==> config.mk <==
export PLATFORM = sky130hd
export DESIGN_NAME = pico_io_host
export DESIGN_NICKNAME = d
export VERILOG_FILES = /design/src/rtl/pico_pkg.sv /design/src/rtl/pico_cycle_timer.sv /design/src/rtl/pico_io_host.sv
export SDC_FILE = /design/constraint.sdc
export NUM_CORES = 1
export LEC_CHECK = 0
export ABC_AREA = 1
export CELL_PAD_IN_SITES_DETAIL_PLACEMENT = 1
export CELL_PAD_IN_SITES_GLOBAL_PLACEMENT = 1
export CORE_UTILIZATION = 40
export DETAILED_ROUTE_END_ITERATION = 8
export HOLD_SLACK_MARGIN = 0.06
export PLACE_DENSITY_LB_ADDON = 0.1
export SYNTH_ARGS = -nofsm -noshare
export SYNTH_HDL_FRONTEND = slang
export SYNTH_HIERARCHICAL = 1
export SYNTH_SLANG_ARGS = --single-unit
==> constraint.sdc <==
create_clock -name clk_i -period 5.97 [get_ports clk_i]
set_clock_uncertainty 0.15 [all_clocks]
set_input_delay 1.194 -clock clk_i [delete_from_list [all_inputs] [get_ports clk_i]]
set_output_delay 1.194 -clock clk_i [all_outputs]
set_load 0.01 [all_outputs]
==> src/rtl/pico_pkg.sv <==
// Shared state encoding, data width and default timing for the pico I/O host.
package pico_pkg;

   localparam int WORD_W             = 8;
   localparam int CNT_W              = 8;
   localparam int TMO_W              = 16;
   localparam int DEF_HOLD_CYCLES    = 4;
   localparam int DEF_SETTLE_CYCLES  = 3;
   localparam int DEF_TIMEOUT_CYCLES = 64;

   typedef enum logic [2:0] {
      IDLE,
      DRIVE_X,
      DRIVE_Y,
      WAIT_LED,
      RESULT
   } host_state_t;

endpackage

==> src/rtl/pico_cycle_timer.sv <==
// Loadable down-counter that saturates at zero; done_o is high while the count is zero.
// Loading N and enabling every cycle raises done_o after N enabled cycles.
module pico_cycle_timer #(
   parameter int W = 8
) (
   input  logic         clk_i,
   input  logic         rst_ni,
   input  logic         load_i,
   input  logic [W-1:0] load_val_i,
   input  logic         en_i,
   output logic         done_o
);

   localparam logic [W-1:0] ONE = {{(W-1){1'b0}}, 1'b1};

   logic [W-1:0] cnt_q, cnt_d;

   always_comb begin
      cnt_d = cnt_q;
      if (load_i) begin
         cnt_d = load_val_i;
      end else if (en_i && (cnt_q != '0)) begin
         cnt_d = cnt_q - ONE;
      end
   end

   always_ff @(posedge clk_i or negedge rst_ni) begin
      if (!rst_ni) begin
         cnt_q <= '0;
      end else begin
         cnt_q <= cnt_d;
      end
   end

   assign done_o = (cnt_q == '0);

endmodule

==> src/rtl/pico_io_host.sv <==
// Host side of a switch/LED processor link: drives x then y on the switch bus, waits for a settled LED result.
// Accept-to-result at least 2*HOLD+SETTLE+2 cycles; result held until res_ready_i. PICO_HOST_TIMEOUT_EN adds a WAIT_LED timeout.
module pico_io_host
   import pico_pkg::*;
#(
   parameter int HOLD_CYCLES    = DEF_HOLD_CYCLES,
   parameter int SETTLE_CYCLES  = DEF_SETTLE_CYCLES,
   parameter int TIMEOUT_CYCLES = DEF_TIMEOUT_CYCLES
) (
   input  logic              clk_i,
   input  logic              rst_ni,
   input  logic              in_valid_i,
   input  logic [WORD_W-1:0] in_x_i,
   input  logic [WORD_W-1:0] in_y_i,
   output logic              in_ready_o,
   output logic [WORD_W-1:0] sw_data_o,
   output logic              sw_hold_o,
   input  logic [WORD_W-1:0] led_in_i,
   output logic              res_valid_o,
   output logic [WORD_W-1:0] res_data_o,
`ifdef PICO_HOST_TIMEOUT_EN
   output logic              res_timeout_o,
`endif
   input  logic              res_ready_i
);

   if (HOLD_CYCLES < 1 || HOLD_CYCLES > 255) begin : g_bad_hold
      $error("HOLD_CYCLES out of range 1..255");
   end
   if (SETTLE_CYCLES < 1 || SETTLE_CYCLES > 255) begin : g_bad_settle
      $error("SETTLE_CYCLES out of range 1..255");
   end
   if (TIMEOUT_CYCLES < 2 || TIMEOUT_CYCLES > 65535) begin : g_bad_timeout
      $error("TIMEOUT_CYCLES out of range 2..65535");
   end

   localparam logic [CNT_W-1:0] HOLD_LD   = CNT_W'(HOLD_CYCLES - 1);
   localparam logic [CNT_W-1:0] SETTLE_LD = CNT_W'(SETTLE_CYCLES);

   host_state_t       state_q, state_d;
   logic [WORD_W-1:0] x_q, x_d, y_q, y_d;
   logic [WORD_W-1:0] ref_q, ref_d;
   logic [WORD_W-1:0] res_q, res_d;
   logic              chg_q, chg_d;
   logic              ready_q;
   logic              accept;
   logic              tmr_load, tmr_en, tmr_done;
   logic [CNT_W-1:0]  tmr_val;

   // One timer serves both the hold phases and the LED settle window; they never overlap.
   pico_cycle_timer #(.W(CNT_W)) u_hold_settle (
      .clk_i      (clk_i),
      .rst_ni     (rst_ni),
      .load_i     (tmr_load),
      .load_val_i (tmr_val),
      .en_i       (tmr_en),
      .done_o     (tmr_done)
   );

`ifdef PICO_HOST_TIMEOUT_EN
   localparam logic [TMO_W-1:0] TMO_LD = TMO_W'(TIMEOUT_CYCLES - 1);

   logic to_load, to_en, to_done;
   logic tmo_q, tmo_d;

   pico_cycle_timer #(.W(TMO_W)) u_timeout (
      .clk_i      (clk_i),
      .rst_ni     (rst_ni),
      .load_i     (to_load),
      .load_val_i (TMO_LD),
      .en_i       (to_en),
      .done_o     (to_done)
   );

   assign res_timeout_o = tmo_q;
`endif

   assign accept = in_valid_i && in_ready_o;

   always_comb begin
      state_d  = state_q;
      x_d      = x_q;
      y_d      = y_q;
      ref_d    = ref_q;
      chg_d    = chg_q;
      res_d    = res_q;
      tmr_load = 1'b0;
      tmr_en   = 1'b0;
      tmr_val  = HOLD_LD;
`ifdef PICO_HOST_TIMEOUT_EN
      to_load  = 1'b0;
      to_en    = 1'b0;
      tmo_d    = tmo_q;
`endif
      case (state_q)
         IDLE: begin
            if (accept) begin
               x_d      = in_x_i;
               y_d      = in_y_i;
               tmr_load = 1'b1;
               state_d  = DRIVE_X;
`ifdef PICO_HOST_TIMEOUT_EN
               tmo_d    = 1'b0;
`endif
            end
         end
         DRIVE_X: begin
            if (tmr_done) begin
               tmr_load = 1'b1;
               state_d  = DRIVE_Y;
            end else begin
               tmr_en = 1'b1;
            end
         end
         DRIVE_Y: begin
            if (tmr_done) begin
               ref_d   = led_in_i;
               chg_d   = 1'b0;
               state_d = WAIT_LED;
`ifdef PICO_HOST_TIMEOUT_EN
               to_load = 1'b1;
`endif
            end else begin
               tmr_en = 1'b1;
            end
         end
         WAIT_LED: begin
            tmr_val = SETTLE_LD;
            // ref_q is the entry snapshot until the first change, then the value being settled on.
            if (led_in_i != ref_q) begin
               chg_d    = 1'b1;
               ref_d    = led_in_i;
               tmr_load = 1'b1;
            end else if (chg_q && tmr_done) begin
               res_d   = led_in_i;
               state_d = RESULT;
            end else if (chg_q) begin
               tmr_en = 1'b1;
            end
`ifdef PICO_HOST_TIMEOUT_EN
            if (state_d == WAIT_LED) begin
               if (to_done) begin
                  res_d   = led_in_i;
                  tmo_d   = 1'b1;
                  state_d = RESULT;
               end else begin
                  to_en = 1'b1;
               end
            end
`endif
         end
         RESULT: begin
            if (res_ready_i) begin
               state_d = IDLE;
            end
         end
         default: state_d = IDLE;
      endcase
   end

   always_ff @(posedge clk_i or negedge rst_ni) begin
      if (!rst_ni) begin
         state_q <= IDLE;
         x_q     <= '0;
         y_q     <= '0;
         ref_q   <= '0;
         chg_q   <= 1'b0;
         res_q   <= '0;
         ready_q <= 1'b0;
      end else begin
         state_q <= state_d;
         x_q     <= x_d;
         y_q     <= y_d;
         ref_q   <= ref_d;
         chg_q   <= chg_d;
         res_q   <= res_d;
         ready_q <= 1'b1;
      end
   end

`ifdef PICO_HOST_TIMEOUT_EN
   always_ff @(posedge clk_i or negedge rst_ni) begin
      if (!rst_ni) begin
         tmo_q <= 1'b0;
      end else begin
         tmo_q <= tmo_d;
      end
   end
`endif

   always_comb begin
      sw_data_o = '0;
      case (state_q)
         IDLE:    sw_data_o = '0;
         DRIVE_X: sw_data_o = x_q;
         default: sw_data_o = y_q;
      endcase
   end

   assign in_ready_o  = ready_q && (state_q == IDLE);
   assign sw_hold_o   = (state_q == DRIVE_X);
   assign res_valid_o = (state_q == RESULT);
   assign res_data_o  = res_q;

endmodule

==> results.cfg, run 1 <==
[logic_synthesis]
synthTopCellsByArea = dfrtp_1, nand2_1, nand3_1, inv_1, nand4_1
synth_top_area_cell = dfrtp_1
synth_cells = 357
syn_area_per_cell_sq_um = 7.02
synth.top_cell.area_share_pct = 45.0
yosys_warnings = 6
synth_ff_type = dfrtp_1
ys_types = 26
synthArstFlopShare_pct = 100
synth_edf_count = 0
synth_commonest_cells = nand2_1, dfrtp_1, inv_1
yosysMostFrequentCell = nand2_1
netlist_area_sq_um = 2500
synth-seq-area-share_pct = 45.0
ys_ff_latch = 45

[detailed_routing]
post_drt_wl_per_cell_microns = 13.0
avgViaCountPerCell = 4.87
num_vias = 2376
first_pass_iters = 4
drt_wl_total_mm = 6.36
drt_iter0_drc = 143
postRouteAntennaNets = 0
drc = 0

[clock_network]
root_buffer = clkbuf_8
tritoncts = done
post-cts-setup-buffers = 0
cts_made_buffers = 5
cts_max_level = 2
clock_latency_ps = 310
path_clk_slew_ps = 80
cts_buffer_depth = 2
cts.sinks = 45
post_cts_resized = 0
cts_hold_buf = 0

[layout]
final_core_util_pct = 52.4
nets = 442
drive_gt1_share_pct = 6.05
area_delta_synth_final_pct = 25.3
seqCellArea_sq_um = 1130
multi_input_area_sq_um = 1230
fill_cells = 776
diodes = 0
design_area_sq_um = 3140

[sta]
setup_tns_ps = 0
relSlewSlack_pct = 30.7
hold_viol_final = 0
clock.fmax_ghz = 0.279
maxSlewViolCount = 0
period_needed_ps = 3580
setup_viol_count_final = 0
min_period_over_period_pct = 60.0
rsz0062_at_grt = no
tightest_slew_ps = 1040

[placement]
io_buffers = 46
dp_hpwl_mm = 4.69
placed_cell_area_sq_um = 3050
place.gp.congestion = 0.754

[pwr]
p_switching_uw = 646
seq_power_share_pct = 37.0
p_int_uw = 787
ir_drop_mv = 0.241
switching_share_pct = 45.1
p_comb_share_pct = 49.5
pwr-share-clk_pct = 13.4
p_leak_nw = 1.64
cellPowerDensity_nw_per_um2 = 457

[global_routing]
grt_usage_pct = 21.6
met2_usage_pct = 37.4
grt_pass1_vias = 2350
met3_usage_pct = 4.04
overflow = 0
grt_pass1_wl_mm = 10.8
antenna_found_initial = 0
busiest_layer = met2
use_met1_pct = 27.0
grt_start_max_net_pins = 46

[floorplanning]
initial_core_util_pct = 41.8
die_w_microns = 81.1
die_y_microns = 81.1
ios = 47
core_sq_um = 5990
num_rows = 28
fp.dieArea_sq_um = 6580

[worst_setup_path]
critPathTopFamily = buffers and inverters
worst-endpoint-arrival_ps = 2240
cp_num_buf_inv = 2
crit_chain = nor2_1 -> nand2_1 -> clkinv_1 -> nand2_1 -> nand2_1 -> clkdlybuf4s50_1
critPathMaxStageDelay_ps = 680
crit_fanout = 16
worstSetupPathType = register to output port
critical-path-slowest-cell = dfrtp_1
cp_common_cell = nand2_1
end_kind = output port
cp-start-kind = register
crit_required_ps = 4630

[run]
maxCapViolations = 0

[outcome]
status = complete, no violations

[min_path]
min-delay-path-class = register to register
[cells by family (layout without fill, tap and decap cells)]
group | after synthesis | after routing | share of synthesized area (%)
simple gates | 246 | 246 | 41.9
xor+xnor | 3 | 3 | 1.05
compound gates | 16 | 16 | 3.75
other cells | 2 | 9 | 0.300
fa+ha+maj | 2 | 2 | 0.999
flops | 45 | 45 | 45.0
buf+inv | 43 | 92 | 7.09
[power groups by stage]
stage	combinational (mW)	clock, mW	sequential, mW
finish	0.710	0.193	0.530
global route	0.828	0.212	0.547
CTS	0.722	0.200	0.529
global placement	0.695	0	0.529
detailed placement	0.717	0	0.535
floorplan	0.514	0	0.501
[tightest hold or removal path, cell delays in order, from the launching register on]
cell and delay, ps:
dfrtp_1 340, nand2_1 50, nand2_1 50
[layout make-up]
class                           count  area share [%]
Tap cell                           75            2.99
Inverter                           37            4.47
Multi-Input combinational cell    276            39.1
Timing Repair Buffer               47            14.8
Clock inverter                      2           0.478
Clock buffer                        6            2.31
Sequential cell                    45            35.9
[cells in the final DEF, fill, tap and decap left out]
cell and n:
nand2_4 1, inv_2 2, nor3_4 1, nand2_1 176, o21ai_0 12, clkbuf_8 5
ha_1 2, nand3_2 2, clkinv_1 3, nor2_2 4, clkinvlp_4 2, o21ai_1 2
nor2_1 17, buf_2 1, clkdlybuf4s50_1 45, conb_1 9, clkinv_2 1, clkbuf_1 1
nor2_4 1, nand3_1 27, dfrtp_1 45, xnor2_1 3, nor3_1 1, o211ai_1 1
nand4_1 13, nand2_2 3, o21ai_4 1, buf_4 1, inv_1 31
[sequential cells by signal (all words and copies together), names as in the netlist]
signal / cells
x_q: 8
u_hold_settle/cnt_q: 8
y_q: 8
state_q: 3
ready_q: 1
res_data_o: 8
chg_q: 1
ref_q: 8
[layer usage]
layer	up-vias	routed length [microns]
met5	-	0
met2	36	3150
met4	0	85
met1	1124	2960
li1	1210	-
met3	6	176
[per-stage QoR]
step           hold slack (ps)  setup slack (ps)  total power, mW  cells
2_1_floorplan              286              3230             1.01    364
3_3_place_gp               297              2270             1.22    480
3_5_place_dp               306              2190             1.25    480
4_1_cts                    326              2380             1.45    488
5_1_grt                    346              2150             1.59    488
6_report                   324              2390             1.43    488
[path summary, 6_finish.rpt]
| kind | to | depth (start not counted) | from | slack [ps] |
|---|---|---|---|---|
| min reg2reg | y_q[2] | 2 | y_q[2] | 320 |
| min | y_q[2] | 2 | y_q[2] | 320 |
| max | sw_data_o[5] | 6 | state_q[1] | 2390 |
| min in group asynchronous | ref_q[7] | 1 | rst_ni | 910 |
| max in group asynchronous | u_hold_settle/cnt_q[1] | 1 | rst_ni | 4110 |
| max reg2reg | u_hold_settle/cnt_q[3] | 9 | state_q[1] | 2740 |
(Power assumes the default switching activity.)
==> run 2, diff against run 1 <==
--- a/config.mk
+++ b/config.mk
@@ -8,7 +8,7 @@
 export ABC_AREA = 1
 export CELL_PAD_IN_SITES_DETAIL_PLACEMENT = 1
 export CELL_PAD_IN_SITES_GLOBAL_PLACEMENT = 1
-export CORE_UTILIZATION = 40
+export CORE_UTILIZATION = 33
 export DETAILED_ROUTE_END_ITERATION = 8
 export HOLD_SLACK_MARGIN = 0.06
 export PLACE_DENSITY_LB_ADDON = 0.1
==> constraint.sdc (replaced) <==
create_clock -name clk_i -period 2.9 [get_ports clk_i]
set_clock_uncertainty 0.15 [all_clocks]
set_input_delay 0.58 -clock clk_i [delete_from_list [all_inputs] [get_ports clk_i]]
set_output_delay 0.58 -clock clk_i [all_outputs]
set_load 0.01 [all_outputs]
==> results.cfg, run 2 (synthesized netlist as in run 1, its figures left out) <==
[outcome]
status = complete, no violations

[sta]
clock.fmax_ghz = 0.379
min_period_over_period_pct = 90.9
setup_tns_ps = 0
maxSlewViolCount = 0
setup_viol_count_final = 0
hold_viol_final = 0
period_needed_ps = 2640
rsz0062_at_grt = no

[floorplanning]
ios = 47
fp.dieArea_sq_um = 7940
initial_core_util_pct = 34.4
core_sq_um = 7290
num_rows = 31
die_w_microns = 89.1
die_y_microns = 89.1

[clock_network]
post_cts_resized = 0
cts.sinks = 45
cts_max_level = 2
path_clk_slew_ps = 80
root_buffer = clkbuf_8
cts_buffer_depth = 2
cts_made_buffers = 5
tritoncts = done
clock_latency_ps = 310

[detailed_routing]
drt_wl_total_mm = 6.76
postRouteAntennaNets = 0
avgViaCountPerCell = 4.65
post_drt_wl_per_cell_microns = 13.0
drt_iter0_drc = 82
num_vias = 2419
drc = 0
first_pass_iters = 4

[global_routing]
grt_pass1_vias = 2386
grt_usage_pct = 18.4
grt_pass1_wl_mm = 11.1
antenna_found_initial = 0
overflow = 0
grt_start_max_net_pins = 22

[layout]
final_common_cell = nand2_1
multi_input_area_sq_um = 1230
design_area_sq_um = 3260
area_delta_synth_final_pct = 30.3
layout_common_cells = nand2_1, dfrtp_1, clkdlybuf4s50_1, inv_1, nand3_1
seqCellArea_sq_um = 1130
diodes = 0
fill_cells = 978
nets = 450
drive_gt1_share_pct = 7.84

[worst_setup_path]
r2r_slack_ps = 630
crit_required_ps = 2170
cp-start-kind = register
worst-endpoint-arrival_ps = 1910
worstSetupPathType = register to output port
end_kind = output port
r2r_end = ref_q[6]
crit_fanout = 9
rr_worst_depth = 11
r2r_start = u_hold_settle/cnt_q[0]

[pwr]
p_leak_nw = 1.70
p_int_mw = 1.76
seq_power_share_pct = 34.2
pwr-share-clk_pct = 16.6
p_switching_mw = 1.34
cellPowerDensity_nw_per_um2 = 950
ir_drop_mv = 0.403
switching_share_pct = 43.3
p_comb_share_pct = 49.2

[placement]
dp_hpwl_mm = 5.03
place.gp.congestion = 0.806
placed_cell_area_sq_um = 3130
io_buffers = 46

[min_path]
worstHoldPathCells = 2
min-delay-path-class = register to register
hold_start = x_q[3]
min_to = x_q[3]

[run]
maxCapViolations = 0
run 2: cell types whose count changed in the layout (fill, tap and decap cells not counted), sizes merged:
cell         delta
buf             +7
bufinv          +1
clkinvlp        -1
dlygate4sd3     +1
run 2: what timing repair did:
| action | CTS | global route |
|---|---|---|
| buffers inserted | 0 | 0 |
| hold buffers | 1 | 0 |
| endpoints found under the hold margin | 11 | 0 |
run 2: stage by stage:
stage	power (mW)	hold slack, ps	utilization, %	cells	setup slack, ps
3_3_place_gp	2.57	297	43.0	511	208
3_5_place_dp	2.62	307	43.0	511	158
4_1_cts	3.15	329	44.7	520	245
5_1_grt	3.41	351	44.7	520	131
2_1_floorplan	2.09	134	-	364	777
6_report	3.10	326	44.7	520	263
run 2: per-layer routing:
layer	wire, microns	vias to the layer above	global-route usage [%]
met1	3180	1154	23.1
met4	95	0	6.06
li1	-	1227	-
met2	3290	30	32.0
met3	197	8	3.23
met5	0	-	0
run 2: final cells by class:
cell class,count,area share (%)
clock buffers,6,2.53
clock inverters,2,1.15
inverters,37,4.29
multi-input cells,276,37.6
flip-flops and latches,45,34.5
well taps,99,3.80
repair buffers,55,16.1
run 2: power by group through the flow:
stage	clock network (mW)	registers, mW	logic, mW
3_3_place_gp	0	1.07	1.50
5_1_grt	0.558	1.10	1.75
3_5_place_dp	0	1.07	1.55
4_1_cts	0.534	1.06	1.56
2_1_floorplan	0	1.03	1.06
6_report	0.515	1.06	1.52
run 2: worst max path at each step:
| stage | from | endpoint | slack (ps) | cells after the start |
|---|---|---|---|---|
| 3_3_place_gp | led_in_i[7] | u_hold_settle/cnt_q[1] | 210 | 11 |
| 2_1_floorplan | in_valid_i | u_hold_settle/cnt_q[0] | 780 | 9 |
| 5_1_grt | state_q[0] | sw_data_o[7] | 130 | 5 |
| 3_5_place_dp | led_in_i[3] | u_hold_settle/cnt_q[0] | 160 | 14 |
| 4_1_cts | state_q[0] | sw_data_o[4] | 250 | 5 |
| 6_report | state_q[0] | sw_data_o[4] | 260 | 5 |
run 2: worst max-delay path: stages (launching register included):
cell,delay [ps]
dfrtp_1,460
nand2_1,150
clkinv_1,300
nand2_1,140
nand2_1,70
clkdlybuf4s50_1,470
==> run 3, diff against run 2 <==
--- a/config.mk
+++ b/config.mk
@@ -6,12 +6,14 @@
 export NUM_CORES = 1
 export LEC_CHECK = 0
 export ABC_AREA = 1
+export ABC_CLOCK_PERIOD_IN_PS = 2900
 export CELL_PAD_IN_SITES_DETAIL_PLACEMENT = 1
 export CELL_PAD_IN_SITES_GLOBAL_PLACEMENT = 1
 export CORE_UTILIZATION = 33
 export DETAILED_ROUTE_END_ITERATION = 8
 export HOLD_SLACK_MARGIN = 0.06
 export PLACE_DENSITY_LB_ADDON = 0.1
+export REMOVE_ABC_BUFFERS = 1
 export SYNTH_ARGS = -nofsm -noshare
 export SYNTH_HDL_FRONTEND = slang
 export SYNTH_HIERARCHICAL = 1
==> results.cfg, run 3 (synthesized netlist as in run 1, its figures left out) <==
[pwr]
cellPowerDensity_nw_per_um2 = 933
ir_drop_mv = 0.409
power_mw = 3.04
p_leak_nw = 1.70

[floorplanning]
ios = 47
die_w_microns = 89.1
num_rows = 31
die_y_microns = 89.1
initial_core_util_pct = 34.4
core_sq_um = 7290
fp.dieArea_sq_um = 7940

[global_routing]
grt_start_max_net_pins = 20
busiest_layer = met2
grt_usage_pct = 18.0
grt_pass1_wl_mm = 11.0
overflow = 0
met2_usage_pct = 33.6
use_met1_pct = 21.8
met3_usage_pct = 2.86
antenna_found_initial = 0
grt_pass1_vias = 2388

[detailed_routing]
first_pass_iters = 5
post_drt_wl_per_cell_microns = 12.7
drt_iter0_drc = 74
avgViaCountPerCell = 4.65
drt_wl_total_mm = 6.62
num_vias = 2424
drc = 0
postRouteAntennaNets = 0

[layout]
nets = 451
multi_input_area_sq_um = 1230
diodes = 0
area_delta_synth_final_pct = 30.0
fill_cells = 957
drive_gt1_share_pct = 8.06
layout_common_cells = nand2_1, dfrtp_1, clkdlybuf4s50_1, inv_1, nand3_1
design_area_sq_um = 3260
final_common_cell = nand2_1
seqCellArea_sq_um = 1130

[worst_setup_path]
crit_fanout = 9
end_kind = output port
cp-start-kind = register
worst-endpoint-arrival_ps = 1900
crit_required_ps = 2170
worstSetupPathType = register to output port

[clock_network]
cts_max_level = 2
root_buffer = clkbuf_8
cts.sinks = 45
cts_made_buffers = 5
cts_buffer_depth = 2
path_clk_slew_ps = 90
clock_latency_ps = 300
post-cts-setup-buffers = 0
tritoncts = done

[sta]
hold_viol_final = 0
clock.fmax_ghz = 0.380
setup_tns_ps = 0
whs_ps = 324
rsz0062_at_grt = no
min_period_over_period_pct = 90.6
maxSlewViolCount = 0
period_needed_ps = 2630
setup_viol_count_final = 0
setup_ws_ps = 272

[min_path]
min-delay-path-class = register to register

[placement]
placed_cell_area_sq_um = 3140
post-place-ws_ps = 235
place.gp.congestion = 0.773
dp_hpwl_mm = 4.90
io_buffers = 46

[run]
maxCapViolations = 0

[outcome]
status = complete, no violations
run 3: changes by cell type in the layout (fill, tap and decap cells not counted), sizes merged:
cell / change
buf: +1
clkinvlp: -1
clkbuf: +1
inv: +1
bufinv: -1
run 3: critical path: stages (launching register included):
cell and delay (ps):
dfrtp_1 470, nand2_1 160, clkinv_1 300, nand2_1 150, nand2_1 70, clkdlybuf4s50_1 470
run 3: worst paths after layout:
kind                                         from                     end  slack [ps]  cells past startpoint
setup / recovery                       state_q[0]            sw_data_o[1]         270                      5
hold / removal                      res_data_o[6]           res_data_o[6]         320                      2
setup reg to reg           u_hold_settle/cnt_q[0]                ref_q[7]         630                     11
hold reg to reg                     res_data_o[6]           res_data_o[6]         320                      2
max in group asynchronous                  rst_ni  u_hold_settle/cnt_q[3]        1500                      3
min in group asynchronous                  rst_ni                ref_q[6]         530                      2
run 3: layer usage:
metal	up-vias	part of all wire, %
met2	36	51
met3	5	2.8
met5	-	0
li1	1230	-
met4	0	0.83
met1	1153	46
run 3: final cells by class:
class	count	share of cell area, %
Tap cell	99	3.80
Clock inverter	1	0.269
Multi-Input combinational cell	276	37.7
Sequential cell	45	34.6
Clock buffer	7	2.96
Inverter	37	4.30
Timing Repair Buffer	56	16.4
run 3: power by group:
| part | internal, mW | switching, mW |
|---|---|---|
| Sequential | 0.879 | 0.188 |
| Combinational | 0.604 | 0.921 |
| Clock | 0.221 | 0.227 |
| Total | 1.70 | 1.34 |
run 3: stage by stage:
| stage | util (%) | cells |
|---|---|---|
| final | 44.6 | 521 |
| after floorplan | - | 358 |
| after global placement | 43.1 | 512 |
| after detailed placement | 43.1 | 512 |
| after global routing | 44.6 | 521 |
| after CTS | 44.6 | 521 |
run 3: what timing repair did:
item / in CTS / in global routing
hold buffers: 1 / 0
resized for setup: 0 / 0
hold endpoints to repair: 10 / 0
==> edit, RTL diff (flow settings as in run 1) <==
`x_q` no longer has a reset.
--- a/src/rtl/pico_io_host.sv
+++ b/src/rtl/pico_io_host.sv
@@ -161,7 +161,6 @@
    always_ff @(posedge clk_i or negedge rst_ni) begin
       if (!rst_ni) begin
          state_q <= IDLE;
-         x_q     <= '0;
          y_q     <= '0;
          ref_q   <= '0;
          chg_q   <= 1'b0;
@@ -169,13 +168,16 @@
          ready_q <= 1'b0;
       end else begin
          state_q <= state_d;
-         x_q     <= x_d;
          y_q     <= y_d;
          ref_q   <= ref_d;
          chg_q   <= chg_d;
          res_q   <= res_d;
          ready_q <= 1'b1;
       end
+   end
+
+   always_ff @(posedge clk_i) begin
+      x_q <= x_d;
    end
 
 `ifdef PICO_HOST_TIMEOUT_EN
Formal check against the unedited RTL: no difference found for any inputs over 10 cycles, from zero or initial values and one cycle with rst_ni low; that may be too few to reach the edited logic, so the function may still have changed.
==> edit against run 1 <==
  * Power decreased by 0.31%
  * Wire length rose by 1.2%
  * Register-to-register slack gained 270 ps
  * Non-clock buffer count unchanged
  * Utilization is 0.60 points higher
  * Die area is 0.54% lower
  * Via count shrank 3.0%
  * Maximum frequency is 4.5% higher
  * Count of clock-buffer cells in the layout did not move
  * Sequential cell count unchanged
  * Cell area grew 0.56%
  * Setup slack better by 160 ps
  * Synthesized area down 0.55%
  * Largest cell class unchanged
  * Highest routed layer unchanged
==> edit: results (changes against run 1) <==
Status: finished, final reports clean (unchanged)
DR WL/cell: 13.9 µm (was 13.0 µm)
Fraction of area in clock buffers and inverters: 3.53% (was 2.79%)
# placed instances: 456 (was 480)
Hold path start: y_q[7]$_DFFE_PN0P_ (was y_q[2]$_DFFE_PN0P_)
Post-synthesis async set-or-reset flop share: 82.2% (was 100%)
Synth cell types: 28 (was 26)
WL met1: 2890 µm (was 2960 µm)
Comb pwr: 0.697 mW (was 0.710 mW)
# fillers: 751 (was 776)
Multi-input gate share of total cell area: 37.4% (was 39.1%)
Multi-input gates: 252 (was 276)
Worst slack, placed: 2220 ps (was 2190 ps)
Worst slew margin: 43.4% (was 30.7%)
Psw: 0.640 mW (was 0.646 mW)
GRT met2 Usage: 39.1% (was 37.4%)
Largest net degree at the start of global routing: 38 (was 46)
Final WL: 6440 µm (was 6360 µm)
GR Util met1: 25.3% (was 27.0%)
WHS: 323 ps (was 324 ps)
Vias: 2304 (was 2376)
Fmax achieved: 292 MHz (was 279 MHz)
Critical Path End: sw_data_o[0] (was sw_data_o[5])
Synth top area cells: dfrtp_1 37%, nand2_1 23%, edfxtp_1 9.6% (was dfrtp_1 45%, nand2_1 26%, nand3_1 5.4%)
Worst Hold End: y_q[7]$_DFFE_PN0P_ (was y_q[2]$_DFFE_PN0P_)
Seq. pwr: 0.503 mW (was 0.530 mW)
Avg Inst Size Synth: 7.50 µm² (was 7.02 µm²)
FF-to-FF path depth: 11 (was 9)
Logic pwr share: 48.8% (was 49.5%)
Gpl congestion: 0.772 (was 0.754)
Reg-to-Reg Start: u_hold_settle/cnt_q[0]$_DFFE_PN0P_ (was state_q[1]$_DFFE_PN0P_)
Metal2 WL: 3280 µm (was 3150 µm)
[edit: changes by cell type in the layout (fill, tap and decap cells not counted), moves of 2 or more]
cell / before / now
dfrtp_1: 45 / 37
edfxtp_1: 0 / 8
nor2_2: 4 / 6
inv_2: 2 / 4
nor2_1: 17 / 14
inv_6: 0 / 2
clkinvlp_4: 2 / 0
nand2_1: 176 / 151
nand3_2: 2 / 0
nand3_4: 0 / 2
[edit: cells by family after synthesis]
| kind of cell | count (synthesis) | share of synthesized area, % |
|---|---|---|
| AND/OR/NAND/NOR | 222 | 40.2 |
| other | 2 | 0.301 |
| buffers and inverters | 42 | 6.83 |
| flip-flops | 45 | 46.8 |
| adder cells (fa/ha/maj) | 2 | 1.00 |
| XOR/XNOR | 3 | 1.05 |
| AO/OA/AOI/OAI | 16 | 3.77 |
[edit: critical path, delay by kind of cell (launching register included)]
| family | cells | cell delay [ps] |
|---|---|---|
| buf+inv | 2 | 710 |
| flops | 1 | 570 |
| simple gates | 4 | 490 |
